### config.mk
export PLATFORM = sky130hd
export DESIGN_NAME = pipe_hazard_ctrl
export DESIGN_NICKNAME = d
export VERILOG_FILES = /design/src/rtl/pipe_ctrl_pkg.sv /design/src/rtl/load_use_detect.sv /design/src/rtl/pipe_hazard_ctrl.sv
export SDC_FILE = /design/constraint.sdc
export NUM_CORES = 1
export LEC_CHECK = 0
export ABC_AREA = 1
export BUFFER_PORTS_ARGS = -buffer_cell sky130_fd_sc_hd__buf_2
export CAP_MARGIN = 20
export CORE_MARGIN = 4
export CORE_UTILIZATION = 54
export DETAILED_ROUTE_END_ITERATION = 8
export PLACE_DENSITY = 0.88
export SYNTH_ARGS = -nofsm -noshare
export SYNTH_HDL_FRONTEND = slang
export SYNTH_SLANG_ARGS = --single-unit
### constraint.sdc
create_clock -name clk -period 3.2 [get_ports clk]
set_input_delay 0.48 -clock clk [delete_from_list [all_inputs] [get_ports clk]]
set_output_delay 0.48 -clock clk [all_outputs]
set_load 0.02 [all_outputs]
### src/rtl/pipe_ctrl_pkg.sv
// Shared encodings for the pipeline hazard controller.
package pipe_ctrl_pkg;
  localparam int unsigned REG_W = 5;
  localparam logic ST_RUN      = 1'b0;
  localparam logic ST_MEM_WAIT = 1'b1;
  localparam logic [REG_W-1:0] REG_ZERO = 5'd0;

  typedef enum logic {
    RUN      = ST_RUN,
    MEM_WAIT = ST_MEM_WAIT
  } state_e;
endpackage

### src/rtl/load_use_detect.sv
// Flags an ID instruction that reads the destination of a load sitting in EX.
module load_use_detect
  import pipe_ctrl_pkg::*;
(
  input  logic [REG_W-1:0] rs1_ID,
  input  logic [REG_W-1:0] rs2_ID,
  input  logic             rs1_used_ID,
  input  logic             rs2_used_ID,
  input  logic [REG_W-1:0] rd_EX,
  input  logic             RegWrite_EX,
  input  logic             DatatoReg_EX,
  output logic             hazard
);
  logic load_writes;

  assign load_writes = DatatoReg_EX && RegWrite_EX && (rd_EX != REG_ZERO);
  assign hazard = load_writes &&
                  ((rs1_used_ID && (rs1_ID == rd_EX)) ||
                   (rs2_used_ID && (rs2_ID == rd_EX)));
endmodule

### src/rtl/pipe_hazard_ctrl.sv
// Stage enable/flush sequencer: load-use stalls, EX redirects and memory waits
// with timeout, plus a saturating count of frontend stall cycles.
module pipe_hazard_ctrl
  import pipe_ctrl_pkg::*;
#(
  parameter int unsigned TIMEOUT = 16,
  parameter int unsigned CNT_W   = 32
) (
  input  logic             clk,
  input  logic             rst,
  input  logic [REG_W-1:0] rs1_ID,
  input  logic [REG_W-1:0] rs2_ID,
  input  logic             rs1_used_ID,
  input  logic             rs2_used_ID,
  input  logic [REG_W-1:0] rd_EX,
  input  logic             RegWrite_EX,
  input  logic             DatatoReg_EX,
  input  logic             redirect_EX,
  input  logic             mem_req_MEM,
  input  logic             mem_ready,
  output logic             en_PC,
  output logic             en_IFID,
  output logic             flush_IFID,
  output logic             en_IDEX,
  output logic             flush_IDEX,
  output logic             en_EXMEM,
  output logic             flush_EXMEM,
  output logic             en_MEMWB,
  output logic             flush_MEMWB,
  output logic             mem_err,
  output logic [CNT_W-1:0] stall_cycles
);
  localparam int unsigned WC_W = $clog2(TIMEOUT);

  state_e          state, state_nxt;
  logic [WC_W-1:0] wait_cnt, wait_cnt_nxt;
  logic            err_nxt;
  logic            hazard;
  logic            timeout_hit;

  load_use_detect u_lud (
    .rs1_ID       (rs1_ID),
    .rs2_ID       (rs2_ID),
    .rs1_used_ID  (rs1_used_ID),
    .rs2_used_ID  (rs2_used_ID),
    .rd_EX        (rd_EX),
    .RegWrite_EX  (RegWrite_EX),
    .DatatoReg_EX (DatatoReg_EX),
    .hazard       (hazard)
  );

  assign timeout_hit = (wait_cnt == WC_W'(TIMEOUT - 1));

  // Priority mux: memory wait > redirect > load-use; everything low in reset.
  always_comb begin
    state_nxt    = state;
    wait_cnt_nxt = wait_cnt;
    err_nxt      = 1'b0;
    en_PC        = 1'b0;
    en_IFID      = 1'b0;
    en_IDEX      = 1'b0;
    en_EXMEM     = 1'b0;
    en_MEMWB     = 1'b0;
    flush_IFID   = 1'b0;
    flush_IDEX   = 1'b0;
    flush_EXMEM  = 1'b0;
    flush_MEMWB  = 1'b0;
    if (!rst) begin
      unique case (state)
        RUN: begin
          if (mem_req_MEM && !mem_ready) begin
            flush_MEMWB  = 1'b1;
            state_nxt    = MEM_WAIT;
            wait_cnt_nxt = WC_W'(1);
          end else begin
            en_PC    = 1'b1;
            en_IFID  = 1'b1;
            en_IDEX  = 1'b1;
            en_EXMEM = 1'b1;
            en_MEMWB = 1'b1;
            if (redirect_EX) begin
              flush_IFID = 1'b1;
              flush_IDEX = 1'b1;
            end else if (hazard) begin
              en_PC      = 1'b0;
              en_IFID    = 1'b0;
              flush_IDEX = 1'b1;
            end
          end
        end
        MEM_WAIT: begin
          flush_MEMWB = 1'b1;
          if (mem_ready || timeout_hit) begin
            en_PC        = 1'b1;
            en_IFID      = 1'b1;
            en_IDEX      = 1'b1;
            en_EXMEM     = 1'b1;
            en_MEMWB     = 1'b1;
            flush_MEMWB  = !mem_ready;
            err_nxt      = !mem_ready;
            state_nxt    = RUN;
            wait_cnt_nxt = '0;
          end else begin
            wait_cnt_nxt = wait_cnt + WC_W'(1);
          end
        end
      endcase
    end
  end

  always_ff @(posedge clk or posedge rst) begin
    if (rst) begin
      state        <= RUN;
      wait_cnt     <= '0;
      mem_err      <= 1'b0;
      stall_cycles <= '0;
    end else begin
      state    <= state_nxt;
      wait_cnt <= wait_cnt_nxt;
      mem_err  <= err_nxt;
      if (!en_PC && (stall_cycles != {CNT_W{1'b1}}))
        stall_cycles <= stall_cycles + CNT_W'(1);
    end
  end
endmodule
======== Word level (Yosys, flattened, before mapping) ========
Cells that the tools add are included.
W data, S select, Z words.
cells by class
  add/sub/neg operators ................... 2
  equal/unequal tests ..................... 5
  mux-type cells .......................... 30
  bitwise logic cells ..................... 2
  reduce and logical (&&, ||, !) cells .... 13
operators with widths
  kind                     count
  $add A32 B1 Y32 const B  1
  $ne A32 B32 Y1 const B   1
  $mux W1                  23
  $eq A5 B5 Y1             2
  $mux W4                  2
  $pmux W1 S2              4
  $pmux W4 S2              1
  $logic_and A1 B1 Y1      7
  $reduce_bool A5 Y1       1
  $add A4 B1 Y4 const B    1
  $eq A4 B4 Y1 const B     1
  $logic_not A1 Y1         2
  $logic_or A1 B1 Y1       2
  $ne A2 B2 Y1 const B     1
  $not A1 Y1               2
  $reduce_and A2 Y1        1
word-level totals
  register bits after elaboration ......... 38
  input port bits ......................... 24
  output and inout port bits .............. 42
  logic and storage cells ................. 56

======== Logic depth before layout (Yosys ltp) ========
  word-level depth ........................ 11
  mapped depth ............................ 12
  gate-level depth less buffers ........... 11

======== Hierarchy ========
Synthesis repeated with hierarchy kept, for this count alone.
unflattened totals
  cell total of the unflattened synthesis .. 448
  area, all modules ....................... 2,758.9 µm²
modules (own cells, without submodules)
  module            instances  cells each  area each (µm²)  sequential area each (µm²)
  pipe_hazard_ctrl  1          393         2,541.2          950.9
  load_use_detect   1          55          217.7            0.0

======== Worst setup path after synthesis ========
Ideal clock, no wire load.
  path type ............................... input to output
  start ................................... in rst
  end ..................................... out en_PC
  arrival time ............................ 2.597 ns
  slack ................................... 0.123 ns
  cell stages on the path ................. 7
  cell sequence ........................... inv_1 > nand3_1 > nand2_1 > nand2_1 > clkbuf_1 > inv_1 > buf_4
between the ends
  longest elaborated chain between the ends .. 1
RTL lines
  what                line                    RTL
  start: declaration  pipe_hazard_ctrl.sv:10  input logic rst,
  $mux W1             n/a
  end: declaration    pipe_hazard_ctrl.sv:21  output logic en_PC,
No other way between the ends.

======== Final worst setup path ========
  start ................................... reg wait_cnt[0]
  end ..................................... out en_PC
between the ends
  longest elaborated chain between the ends .. 5
RTL lines
  what                      line                     RTL
  start: declaration        pipe_hazard_ctrl.sv:36   logic [WC_W-1:0] wait_cnt, wait_cnt_nxt;
  start signal: assignment  pipe_hazard_ctrl.sv:119  wait_cnt <= wait_cnt_nxt;
  $eq A4 B4 Y1              pipe_hazard_ctrl.sv:52   assign timeout_hit = (wait_cnt == WC_W'(TIMEOUT - 1));
  $logic_or A1 B1 Y1        pipe_hazard_ctrl.sv:93   if (mem_ready || timeout_hit) begin
  $mux W1                   pipe_hazard_ctrl.sv:93
  $pmux W1 S2               pipe_hazard_ctrl.sv:69   unique case (state)
  $mux W1                   pipe_hazard_ctrl.sv:68   if (!rst) begin
No other way between the ends.

==> results.md <==
Detailed routing:
- In this run the remaining antenna-violating nets after routing total 0.
- The detailed-route via count is 2,933.
- The first TritonRoute pass finished after 5 iterations.
- The final routed DRC violation total is 0.
- The DRC marker count from the first detailed-route iteration is 269.
- The mean number of vias per cell is 5.17.
- The detail-routed net length per standard cell is 13.6 um.
- For this block, the routed nets add up to 7.70 mm of wire.

Floorplanning:
- The core area is 4850 um2.
- The die is 79.8 um tall.
- The area of the die is 6370 um2.
- The die boundary width is 79.8 um.
- Once the floorplan was initialized, standard cells occupied 57.4% of the core.
- The number of core rows is 25.
- 66 I/O pins were placed.

Worst setup path:
- The cell count along the critical path is 9.
- For the worst flop-to-flop path, the logic depth is 11.
- For flop-to-flop paths, the worst setup slack is 950 ps.
- Along the worst path, the maximum fanout reaches 12.
- The required time of the critical path is 2720 ps.
- The critical path endpoint category is an output port.
- The worst setup path is of the reg2out kind.
- The slowest stage of the critical path belongs to the cell dfrtp_1.
- Counting stages on the worst path, the most repeated cell is nand2_1.
- The family with the most delay on the worst path is simple AND/OR/NAND/NOR gates.
- Data on the critical path arrives at its endpoint at 1850 ps.
- The number of buffers and inverters on the critical path is 3.
- The worst setup path is launched from a flop.
- The largest stage delay on the critical path is 410 ps.
- The signal on the critical path passes through ha_1, nand3_1, nand2_1, nand2_1, nand2_1, nand2_1, buf_4, inv_1, buf_2.

Place:
- The routability congestion estimate is 0.953.
- After detailed placement, the design holds a cell count of 559.
- The detailed placer's ending HPWL is 5.97 mm.
- The count of buffers added on input and output ports is 64.

Clock network:
- Clock-pin slew was measured on the worst setup and hold paths at 80 ps.
- The maximum buffer depth of the clock tree is 2.
- The clock tree from TritonCTS is built.
- Hold repair after CTS inserted 0 buffers.
- The number of setup buffers added after CTS is 0.
- The clock drives 38 sinks.
- The H-tree depth reported by CTS is 2.
- For the worst-skew pair, the clock arrives at the later sink with an insertion delay of 300 ps.
- The buffer type at the clock tree root is clkbuf_8.
- In this run, CTS created clock tree buffers numbering 5.
- Post-CTS repair changed the size of 0 cells.

Logic synthesis:
- The number of distinct library cells after synthesis is 25.
- The share of the Yosys chip area taken by registers is 34.2%.
- The share of synthesized area in the top cell type comes to 34.2%.
- In this run, synthesis produced a sequential element count of 38.
- The most numerous cell in the Yosys netlist is nand2_1.
- The cell taking the most area after synthesis is dfrtp_1.
- The synthesized design contains 0 enable-type register cells.
- The net count of the mapped netlist is 463.
- The commonest cells after synthesis are nand2_1, nand3_1, nor2_1.
- Sorting the synthesized cells by area gives the leading types as dfrtp_1, nand2_1, nand3_1.
- Counting flops with an async set or reset pin after synthesis yields a share of 100%.
- The area of the mapped netlist is 2780 um2.
- The number of standard cells after synthesis is 437.
- A synthesized cell averages 6.37 um2.
- The most used flip-flop cell after synthesis is dfrtp_1.
- The Yosys step of the flow raised 0 warnings.

Power and ir drop:
- The fraction of power spent switching nets is 37.7%.
- Dividing total power by cell area gives a power density of 449 nW/um2.
- The portion of total power attributed to combinational logic is 29.5%.
- The clock network is responsible for 29.0% of the overall power.
- The proportion of power drawn by flip-flops and latches is 41.5%.
- The maximum vdd drop is 0.274 mV.
- For this design the total switching power over the nets is 0.549 mW.
- The cell-internal power is 0.906 mW.
- In this run the static leakage power is 1.80 nW.

Timing:
- The routed design could run at a clock period as short as 2330 ps.
- In the finished design, the share of the clock period the worst path needs comes to 72.7%.
- The maximum clock rate is 430 MHz.
- The total count of max-transition violations in the final report is 0.
- The count of final setup violators is 0.
- For the final routed database, the setup TNS stands at 0 ps.
- Setup repair after global routing left no endpoint under its margin.
- The count of endpoints failing hold in the final timing report is 0.
- The worst pin sits at a relative slew slack of 59.6%.
- The clock tree skew after final layout is 6.00 ps.
- At the pin with the least slew margin, the transition time is 602 ps.

Cells and area:
- At the end of the flow, the number of nets in the layout was 525.
- Relative to the synthesized area, the layout overhead comes to 16.5%.
- Once layout is complete, the cells apart from fillers number 567.
- The count of antenna diodes in the layout is 0.
- The ratio of cells with drive above 1 in the final layout is 17.0%.

GRT:
- The wire length of the first global-routing pass is 13.0 mm.
- Global routing finished with a remaining overflow of 0.
- The initial antenna violation count is 0.
- The number of global-route vias before repair is 2,682.
- Entering global routing, the biggest net connects 39 pins.
- Global routing used 26.2% of the available tracks.

Run:
- The count of max-cap constraint violations is 0.

Worst hold path:
- The path class of the lowest-slack min-delay path is in2async.

Outcome:
- The flow ran to the end, and the final reports show no timing, DRC or antenna violations.
## registers in the layout, summed over array words and instances, names as in the netlist
name and count:
mem_err 1, state 1, stall_cycles 32, wait_cnt 4
## final timing paths
path                            startpoint               end
min                                    rst             state
max reg2reg                stall_cycles[0]  stall_cycles[27]
min reg2reg                stall_cycles[3]   stall_cycles[3]
min in group clk                 mem_ready           mem_err
max in group asynchronous              rst  stall_cycles[27]
max                            wait_cnt[0]             en_PC
## routing by layer
| layer | wire length (um) | global-route usage (%) | vias up |
|---|---|---|---|
| met3 | 450 | 4.63 | 11 |
| met2 | 3610 | 41.9 | 112 |
| met5 | 0 | 0 | - |
| met4 | 123 | 8.28 | 0 |
| li1 | - | - | 1475 |
| met1 | 3520 | 36.0 | 1335 |
## through the flow
stage	area (um2)	hold WS (ps)	setup slack, ps	total power [mW]	utilization (%)
finish	3240	336	875	1.46	66.8
global route	3240	382	725	1.53	66.8
CTS	3240	358	886	1.46	66.8
detailed placement	3130	511	975	1.04	64.5
global placement	3130	504	1080	1.02	64.5
floorplan	2780	491	123	0.921	-
## cell families after synthesis
group,synth area share (%)
AOI/OAI and AO/OA,1.35
xor gates and xnor gates,6.61
adders and majority gates,0.899
buffers and inverters,9.17
DFF,34.2
other,0.135
and+or+nand+nor,47.7
## layout make-up
type                       count  area, um2
clock buffer                   5       68.8
clock inverter                 3       45.0
fill                         439       1610
inverter                      44        165
multi-input combinational    342       1580
sequential                    38        951
tap                           67       83.8
timing repair buffer          68        350
## power by group through the flow
stage | registers, mW | clock network, mW | logic (mW)
2_1_floorplan | 0.638 | 0 | 0.284
3_3_place_gp | 0.607 | 0 | 0.417
3_5_place_dp | 0.612 | 0 | 0.427
4_1_cts | 0.601 | 0.424 | 0.430
5_1_grt | 0.610 | 0.448 | 0.475
6_report | 0.604 | 0.422 | 0.429
## worst reg2reg max path, cell delays in order (launching register included)
cell	delay [ps]
dfrtp_1	450
ha_1	330
nand2_2	110
nor2_4	140
nand2_2	100
inv_2	80
nand2_2	60
nor2_4	120
nand4_4	220
nand2_4	380
nand2_1	100
nand2_1	80
## layout by cell type (no fill, tap or decap)
cell	instances
a21oi_1	1
buf_2	64
buf_4	4
bufinv_16	1
clkbuf_8	5
clkinvlp_4	2
conb_1	1
dfrtp_1	38
ha_1	2
inv_1	43
inv_2	1
nand2_1	179
nand2_2	3
nand2_4	1
nand3_1	53
nand3b_1	5
nand4_1	3
nand4_4	1
nor2_1	53
nor2_4	2
nor3_1	10
nor3_2	1
o21ai_0	5
o31ai_1	1
xnor2_1	5
xor2_1	16
Power figures use the tool's default switching activity.
